`config.mk`:
```
export PLATFORM = sky130hd
export DESIGN_NAME = mips_operand_fetch
export DESIGN_NICKNAME = d
export VERILOG_FILES = /design/src/rtl/mips_pkg.sv /design/src/rtl/mips_operand_sel.sv /design/src/rtl/mips_operand_fetch.sv
export SDC_FILE = /design/constraint.sdc
export NUM_CORES = 1
export LEC_CHECK = 0
export ABC_CLOCK_PERIOD_IN_PS = 4040
export CAP_MARGIN = 20
export CORE_ASPECT_RATIO = 1.1
export CORE_MARGIN = 4
export CORE_UTILIZATION = 36
export CTS_BUF_LIST = sky130_fd_sc_hd__clkbuf_16
export DETAILED_ROUTE_END_ITERATION = 16
export PLACE_DENSITY = 0.82
export RECOVER_POWER = 25
export REMOVE_ABC_BUFFERS = 1
export SLEW_MARGIN = 20
export SYNTH_ARGS = -nofsm -noshare
export SYNTH_HDL_FRONTEND = slang
export SYNTH_SLANG_ARGS = --single-unit
```
`constraint.sdc`:
```
create_clock -name Clk -period 4.04 [get_ports Clk]
set_input_delay 1.01 -clock Clk [delete_from_list [all_inputs] [get_ports Clk]]
set_output_delay 1.01 -clock Clk [all_outputs]
set_load 0.02 [all_outputs]
```
`src/rtl/mips_pkg.sv`:
```
// Shared MIPS decode constants, the ID/EX entry layout and small decode helpers.
package mips_pkg;

  localparam logic [5:0] OP_RTYPE = 6'h00;
  localparam logic [5:0] OP_JAL   = 6'h03;
  localparam logic [5:0] OP_BEQ   = 6'h04;
  localparam logic [5:0] OP_BNE   = 6'h05;
  localparam logic [5:0] OP_ADDI  = 6'h08;
  localparam logic [5:0] OP_LUI   = 6'h0F;
  localparam logic [5:0] OP_LW    = 6'h23;
  localparam logic [5:0] OP_SW    = 6'h2B;

  localparam logic [4:0] REG_ZERO = 5'd0;
  localparam logic [4:0] REG_RA   = 5'd31;

  typedef struct packed {
    logic [31:0] rs_val;
    logic [31:0] rt_val;
    logic [31:0] imm;
    logic [4:0]  dest;
    logic        reg_write;
    logic        is_load;
    logic [5:0]  opcode;
    logic [5:0]  funct;
    logic [31:0] pc;
  } idex_t;

  function automatic logic uses_rt(input logic [5:0] op);
    return op inside {OP_RTYPE, OP_BEQ, OP_BNE, OP_SW};
  endfunction

  function automatic logic [4:0] dest_reg(input logic [5:0] op,
                                          input logic [4:0] rt,
                                          input logic [4:0] rd);
    if (op == OP_RTYPE)                                     return rd;
    else if ((op >= OP_ADDI && op <= OP_LUI) || op == OP_LW) return rt;
    else if (op == OP_JAL)                                  return REG_RA;
    else                                                    return REG_ZERO;
  endfunction

  // $0 is never a producer, so a zero dest can never match a source field.
  function automatic logic reg_match(input logic [4:0] dest,
                                     input logic [4:0] rs,
                                     input logic [4:0] rt,
                                     input logic       use_rt);
    return (dest != REG_ZERO) && ((dest == rs) || (use_rt && (dest == rt)));
  endfunction

endpackage

```
`src/rtl/mips_operand_sel.sv`:
```
// One operand port: forces $0 to zero, optionally forwards the writeback bus,
// otherwise passes the register file read data.
module mips_operand_sel
  import mips_pkg::*;
#(
  parameter bit BYPASS = 1'b1
) (
  input  logic [4:0]  addr,
  input  logic [31:0] rd_data,
  input  logic        wb_en,
  input  logic [4:0]  wb_addr,
  input  logic [31:0] wb_data,
  output logic [31:0] val
);

  always_comb begin
    val = rd_data;
    if (addr == REG_ZERO)
      val = '0;
    else if (BYPASS && wb_en && (wb_addr == addr))
      val = wb_data;
  end

endmodule

```
`src/rtl/mips_operand_fetch.sv`:
```
// ID-stage operand fetch with load-use interlock and a one-entry ID/EX register.
// Define OPFETCH_WB_BYPASS_EN to forward the writeback bus into the operands.
module mips_operand_fetch
  import mips_pkg::*;
#(
  parameter int unsigned LOAD_LAT = 2
) (
  input  logic        Clk,
  input  logic        Rst_n,
  input  logic        InValid,
  output logic        InReady,
  input  logic [31:0] InInstr,
  input  logic [31:0] InPC,
  output logic [4:0]  ReadRegister1,
  output logic [4:0]  ReadRegister2,
  input  logic [31:0] ReadData1,
  input  logic [31:0] ReadData2,
  input  logic        WbRegWrite,
  input  logic [4:0]  WbWriteRegister,
  input  logic [31:0] WbWriteData,
  output logic        OutValid,
  input  logic        OutReady,
  output logic [31:0] OutRsVal,
  output logic [31:0] OutRtVal,
  output logic [31:0] OutImm,
  output logic [4:0]  OutDest,
  output logic        OutRegWrite,
  output logic        OutIsLoad,
  output logic [5:0]  OutOpcode,
  output logic [5:0]  OutFunct,
  output logic [31:0] OutPC
);

`ifdef OPFETCH_WB_BYPASS_EN
  localparam bit BYPASS = 1'b1;
`else
  localparam bit BYPASS = 1'b0;
`endif
  // Without forwarding the tracker stays armed one cycle past the writeback,
  // so the consumer reads the value already committed to the register file.
  localparam int unsigned TRK_INIT = BYPASS ? LOAD_LAT : LOAD_LAT + 1;

  logic [5:0]  opcode;
  logic [4:0]  rs, rt, rd;
  logic        use_rt;
  logic [31:0] rs_val, rt_val;
  idex_t       entry, next_entry;
  logic [2:0]  trk_cnt;
  logic [4:0]  trk_dest;
  logic        ex_hit, trk_hit, wb_hit, stall;
  logic        capture, drain;

  assign opcode        = InInstr[31:26];
  assign rs            = InInstr[25:21];
  assign rt            = InInstr[20:16];
  assign rd            = InInstr[15:11];
  assign use_rt        = uses_rt(opcode);
  assign ReadRegister1 = rs;
  assign ReadRegister2 = rt;

  mips_operand_sel #(.BYPASS(BYPASS)) u_sel_rs (
    .addr    (rs),
    .rd_data (ReadData1),
    .wb_en   (WbRegWrite),
    .wb_addr (WbWriteRegister),
    .wb_data (WbWriteData),
    .val     (rs_val)
  );

  mips_operand_sel #(.BYPASS(BYPASS)) u_sel_rt (
    .addr    (rt),
    .rd_data (ReadData2),
    .wb_en   (WbRegWrite),
    .wb_addr (WbWriteRegister),
    .wb_data (WbWriteData),
    .val     (rt_val)
  );

  always_comb begin
    ex_hit  = OutValid && OutIsLoad && reg_match(OutDest, rs, rt, use_rt);
    trk_hit = (trk_cnt != '0) && reg_match(trk_dest, rs, rt, use_rt);
    wb_hit  = !BYPASS && WbRegWrite && reg_match(WbWriteRegister, rs, rt, use_rt);
    stall   = ex_hit || trk_hit || wb_hit;
  end

  assign InReady = !stall && (!OutValid || OutReady);
  assign capture = InValid && InReady;
  assign drain   = OutValid && OutReady;

  always_comb begin
    next_entry           = '0;
    next_entry.rs_val    = rs_val;
    next_entry.rt_val    = rt_val;
    next_entry.imm       = {{16{InInstr[15]}}, InInstr[15:0]};
    next_entry.dest      = dest_reg(opcode, rt, rd);
    next_entry.reg_write = (dest_reg(opcode, rt, rd) != REG_ZERO);
    next_entry.is_load   = (opcode == OP_LW);
    next_entry.opcode    = opcode;
    next_entry.funct     = InInstr[5:0];
    next_entry.pc        = InPC;
  end

  always_ff @(posedge Clk or negedge Rst_n) begin
    if (!Rst_n) begin
      OutValid <= 1'b0;
      entry    <= '0;
    end else if (capture) begin
      OutValid <= 1'b1;
      entry    <= next_entry;
    end else if (drain) begin
      OutValid <= 1'b0;
    end
  end

  always_ff @(posedge Clk or negedge Rst_n) begin
    if (!Rst_n) begin
      trk_cnt  <= '0;
      trk_dest <= '0;
    end else if (drain && OutIsLoad && (OutDest != REG_ZERO)) begin
      trk_cnt  <= 3'(TRK_INIT);
      trk_dest <= OutDest;
    end else if (trk_cnt != '0) begin
      trk_cnt  <= trk_cnt - 3'd1;
    end
  end

  assign OutRsVal    = entry.rs_val;
  assign OutRtVal    = entry.rt_val;
  assign OutImm      = entry.imm;
  assign OutDest     = entry.dest;
  assign OutRegWrite = entry.reg_write;
  assign OutIsLoad   = entry.is_load;
  assign OutOpcode   = entry.opcode;
  assign OutFunct    = entry.funct;
  assign OutPC       = entry.pc;

endmodule

```
# Word level (Yosys, flattened, before mapping)
# Cells that the tools add are included.
# Widths: inputs -> output; s select.
[word_totals]
regBits = 140
latchBits = 0
ramBits = 0
mem_bits_ro = 0
wordCells = 71
memories = 0
[classes]
addsub = 1
multipliers = 0
div_mod_pow = 0
magnitude_cmp = 2
n_eq_ne = 11
shift = 0
mux = 9
bitwise = 0
n_reduce_logical = 36
[op_table]
columns = ["op", "n"]
rows = [
  ["$mux 32", 2],
  ["$eq 5x5->1", 6],
  ["$reduce_bool 5->1", 4],
  ["$logic_and 1x1->1", 16],
  ["$mux 5", 3],
  ["$eq 6x3->1 const B", 2],
  ["$eq 6x6->1 const B", 2],
  ["$logic_not 5->1", 2],
  ["$logic_or 1x1->1", 7],
  ["$eq 6x2->1 const B", 1],
  ["$ge 6x4->1 const B", 1],
  ["$le 6x4->1 const B", 1],
  ["$logic_not 6->1", 1],
  ["$mux 3", 2],
  ["$reduce_bool 2->1", 2],
  ["$reduce_bool 4->1", 1],
  ["$reduce_bool 3->1", 1],
  ["$sub 3x1->3 const B", 1],
  ["$logic_not 1->1", 2],
  ["$mux 1", 2],
]

# Longest topological paths before layout
[depth]
depth_word = 12
ltp_mapped = 11
depth_no_buf = 8

# By module
# From an unflattened synthesis, not the netlist that was laid out.
[unflattened]
hier_cells = 504
hier_area_um2 = 6747.7
[modules_own_cells]
columns = ["module", "instances", "cells_per_inst", "area_each_um2"]
rows = [
  ["mips_operand_fetch", 1, 424, 6104.6],
  ["mips_operand_sel", 2, 40, 321.6],
]

# Worst setup path before layout
# No wires, ideal clock.
[synth_path]
path_type = "input-to-output"
from = "input WbWriteRegister[1]"
to = "output InReady"
t_arrival_ns = 2.232
setup_slack_ns = 0.798
path_stages = 6
path_cell_list = "or4_1 -> nor2_1 -> nor4_1 -> o21ai_1 -> nand3_1 -> nor2_1"
[synth_via]
elab_chain_cells = 8
word_cells_on_any_way = 10
cone_classes = "2 x eq/ne; 8 x reduce/logical"
[synth_lines]
columns = ["element", "line", "source"]
rows = [
  ["from (decl)", "mips_operand_fetch.sv:19", "input logic [4:0] WbWriteRegister,"],
  ["$eq 5x5->1", "mips_pkg.sv:46", "return (dest != REG_ZERO) && ((dest == rs) || (use_rt && (dest == rt)));"],
  ["$logic_and 1x1->1", "mips_pkg.sv:46", ""],
  ["$logic_or 1x1->1", "mips_pkg.sv:46", ""],
  ["$logic_and 1x1->1 *", "mips_pkg.sv:46", ""],
  ["$logic_and 1x1->1 *", "mips_operand_fetch.sv:82", "wb_hit = !BYPASS && WbRegWrite && reg_match(WbWriteRegister, rs, rt, use_rt);"],
  ["$logic_or 1x1->1 *", "mips_operand_fetch.sv:83", "stall = ex_hit || trk_hit || wb_hit;"],
  ["$logic_not 1->1 *", "mips_operand_fetch.sv:86", "assign InReady = !stall && (!OutValid || OutReady);"],
  ["$logic_and 1x1->1 *", "mips_operand_fetch.sv:86", ""],
  ["to (decl)", "mips_operand_fetch.sv:11", "output logic InReady,"],
]
# Every way passes the cells marked *; elsewhere a longest branch is shown, timed or not.

# Worst setup path in the final report
# Ends and elaborated chain as after synthesis.

==> flow_summary_export.csv <==
group,metric,value,unit
setup_path,reg2reg_depth,11,
sta,grt_setup_unrepaired,"no",
setup_path,startpoint,"WbWriteRegister[1]",
synthesis,ys_warn_count,0,
synthesis,syn_inst,568,
setup_path,crit_end,"InReady",
synthesis,synth.most_common_cell,"dfrtp_1",
clock_network,cts_htree_levels,4,
synthesis,netlist_area,6370,um^2
setup_path,crit_arrival,2.88,ns
floorplan,die_area,19900,um^2
grt,antenna_found_initial,0,
routing,first_iter_violations,198,
grt,grt-ovfl-total,0,
floorplan,ios,329,
clock_network,cts_buffers,17,
pwr,ir_drop,0.255,mV
clock_network,cts_num_sinks,134,
setup_path,cp_num_buf_inv,2,
setup_path,reg2reg_to,"OutPC[27]$_DFFE_PN0P_",
sta,min_period,3.89,ns
worst_hold_path,hold_path_depth,1,
clock_network,holdBufCountCts,0,
floorplan,die_h,148,um
clock_network,cts_root_buffer,"clkbuf_16",
clock_network,insertion_delay,0.42,ns
setup_path,cp.depth,8,
pwr,leakagePower,4.78,nW
finish,area_growth,57.8,%
setup_path,rrSetupSlack,1.52,ns
clock_network,clk_path_buf_depth,2,
setup_path,crit_type,"input pin to output port",
routing,ant_nets,0,
synthesis,synth_area_leaders,"dfrtp_1 (53%), mux2i_1 (10%), mux2_2 (9.7%)",
setup_path,startpoint_type,"input pin",
routing,drtPass1Iterations,6,
worst_hold_path,hp-class,"register to register",
place,place_hpwl,13.6,mm
grt,grt_pass1_vias,5359,
setup_path,endpoint_kind,"output port",
synthesis,synthTopCellsByCount,"dfrtp_1 (134), nand2_1 (75), inv_1 (67), mux2i_1 (65), mux2_2 (55)",
synthesis,synth-edff-count,0,
outcome,run_status,"complete, but fails checks",
setup_path,critPathSlowestCell,"or4_1",
sta,report.final.slew_viol_count,119,
routing,num_vias,4969,
synthesis,synth_ff_type,"dfrtp_1",
finish,fin_nets,1026,
floorplan,start_util,0.371,
run,cap_violations,1,
sta,tightest_slew,2.92,ns
finish,seqCellArea,3350,um^2
routing,wirelength,18.0,mm
floorplan,die_x,135,um
sta,final.period_utilization,0.963,
floorplan,coreArea,17200,um^2
setup_path,critPathRequiredTime,3.03,ns
sta,hold_violations,0,
sta,setup_viol,0,
sta,fin_skew,0.0189,ns
synthesis,yosysUniqueCellTypes,29,
sta,slew_headroom,-0.946,
synthesis,syn_area_per_cell,11.2,um^2
finish,antenna_cells,0,
place,io_buffers,296,
outcome,violations,"capacitance limit, slew limit",
setup_path,path_cells,"clkdlybuf4s50_1, or4_1, nor2_1, nor4_1, o21ai_1, nand3_1, nor2_1, dlygate4sd2_1",
synthesis,yosysTopAreaCell,"dfrtp_1",
routing,routed_via_density,4.51,
synthesis,ys_seq_area_frac,0.526,
synthesis,postSynth.asyncResetShare,1.00,
grt,grt_max_degree,119,
setup_path,crit_top_cell,"nor2_1",
synthesis,ys_ff_latch,134,
sta,tns,0,ns
finish,multi_input_comb_area,2340,um^2
clock_network,clkTransAtPathRegs,0.06,ns
setup_path,rr_startpoint,"trk_cnt[0]$_DFFE_PN0P_",
setup_path,critPathMaxStageDelay,0.53,ns
finish,fin_util,0.585,
finish,fillerInstances,1435,
setup_path,cp_top_family,"simple AND/OR/NAND/NOR gates",
routing,wl_per_cell,16.3,um
clock_network,cts_tree,"yes",
synthesis,synth_top_area_share,0.526,
pwr,p_per_area,468,nW/um^2
place,gp_congestion,0.848,
sta,clock.fmax,257,MHz
floorplan,num_rows,50,
grt,track_usage,0.180,
finish,drive_gt1_frac,0.134,
grt,grt_pass1_wl,27.9,mm
routing,drc,0,
setup_path,cp_max_fo,2,
==> worst min path at each step <==
stage | startpoint | end | slack [ns]
after global routing | OutPC[29]$_DFFE_PN0P_ | OutPC[29]$_DFFE_PN0P_ | 0.52
final | OutPC[29]$_DFFE_PN0P_ | OutPC[29]$_DFFE_PN0P_ | 0.49
after detailed placement | OutPC[29]$_DFFE_PN0P_ | OutPC[29]$_DFFE_PN0P_ | 0.48
after CTS | OutPC[29]$_DFFE_PN0P_ | OutPC[29]$_DFFE_PN0P_ | 0.49
after floorplan | trk_cnt[1]$_DFFE_PN0P_ | trk_cnt[1]$_DFFE_PN0P_ | 0.48
after global placement | OutPC[29]$_DFFE_PN0P_ | OutPC[29]$_DFFE_PN0P_ | 0.47
==> state kept, by name, indices dropped and copies added (netlist names) <==
signal and flops:
OutIsLoad 1, OutImm 16, OutDest 5, OutRegWrite 1, OutOpcode 6, OutRtVal 32, trk_cnt 3, trk_dest 5
OutValid 1, OutPC 32, OutRsVal 32
==> report_power, final <==
| group | switching [mW] | internal (mW) |
|---|---|---|
| clock network | 0.612 | 0.911 |
| logic | 0.708 | 0.772 |
| registers | 0.137 | 1.57 |
| total | 1.46 | 3.25 |
==> kinds of logic after synthesis <==
family          count (synthesis)  synth area share
flops                         134             0.526
mux                           131             0.219
simple gates                  127            0.0860
buf+inv                       125             0.106
xor+xnor                       32            0.0440
compound gates                 17            0.0151
fa+ha+maj                       2           0.00392
==> layout make-up <==
type / count / area share
timing repair buffer: 325 / 0.322
clock buffer: 17 / 0.0423
multi-input combinational: 309 / 0.233
inverter: 67 / 0.0250
sequential: 134 / 0.333
clock inverter: 15 / 0.0153
tap: 234 / 0.0291
==> through the flow <==
step | power [mW] | std cells | instance area [um^2] | setup slack (ns) | hold slack [ns]
finish | 4.71 | 1101 | 10100 | 0.150 | 0.488
CTS | 4.77 | 1101 | 10100 | 0.143 | 0.494
global placement | 3.19 | 1069 | 9490 | -0.120 | 0.472
detailed placement | 3.22 | 1069 | 9490 | -0.125 | 0.480
floorplan | 2.44 | 510 | 5950 | -4.04 | 0.483
global route | 4.92 | 1101 | 10100 | 0.0265 | 0.516
==> layout by cell type, fill, tap and decap left out, types with 2 or more instances in the layout <==
master and n:
nand2b_1 3, clkinv_2 2, xnor2_1 23, nor3_1 6, xor2_1 9, clkbuf_16 17
dfrtp_1 134, nor2_1 20, bufinv_16 2, mux2i_1 65, clkdlybuf4s50_1 294, or4_1 4
a21oi_1 8, nor4_1 4, o21ai_0 5, inv_6 4, buf_4 24, nand2_1 75
clkinv_4 3, nand3_1 7, inv_1 68, ha_1 2, mux2_2 55, clkinvlp_4 2
nand4_1 5, mux2_1 11, buf_12 5
==> layer usage <==
layer	up-vias	global-route usage	share of wire
met5	-	0	0
met4	0	0.0748	0.027
met3	36	0.0664	0.078
met2	184	0.316	0.52
met1	2376	0.195	0.37
li1	2373	-	-
==> what timing repair did <==
| action | CTS | global route |
|---|---|---|
| buffers inserted | 0 | 0 |
| endpoints found under the setup margin | 1 | 0 |
| gates resized for setup | 1 | 0 |
Power figures use the tool's default switching activity.
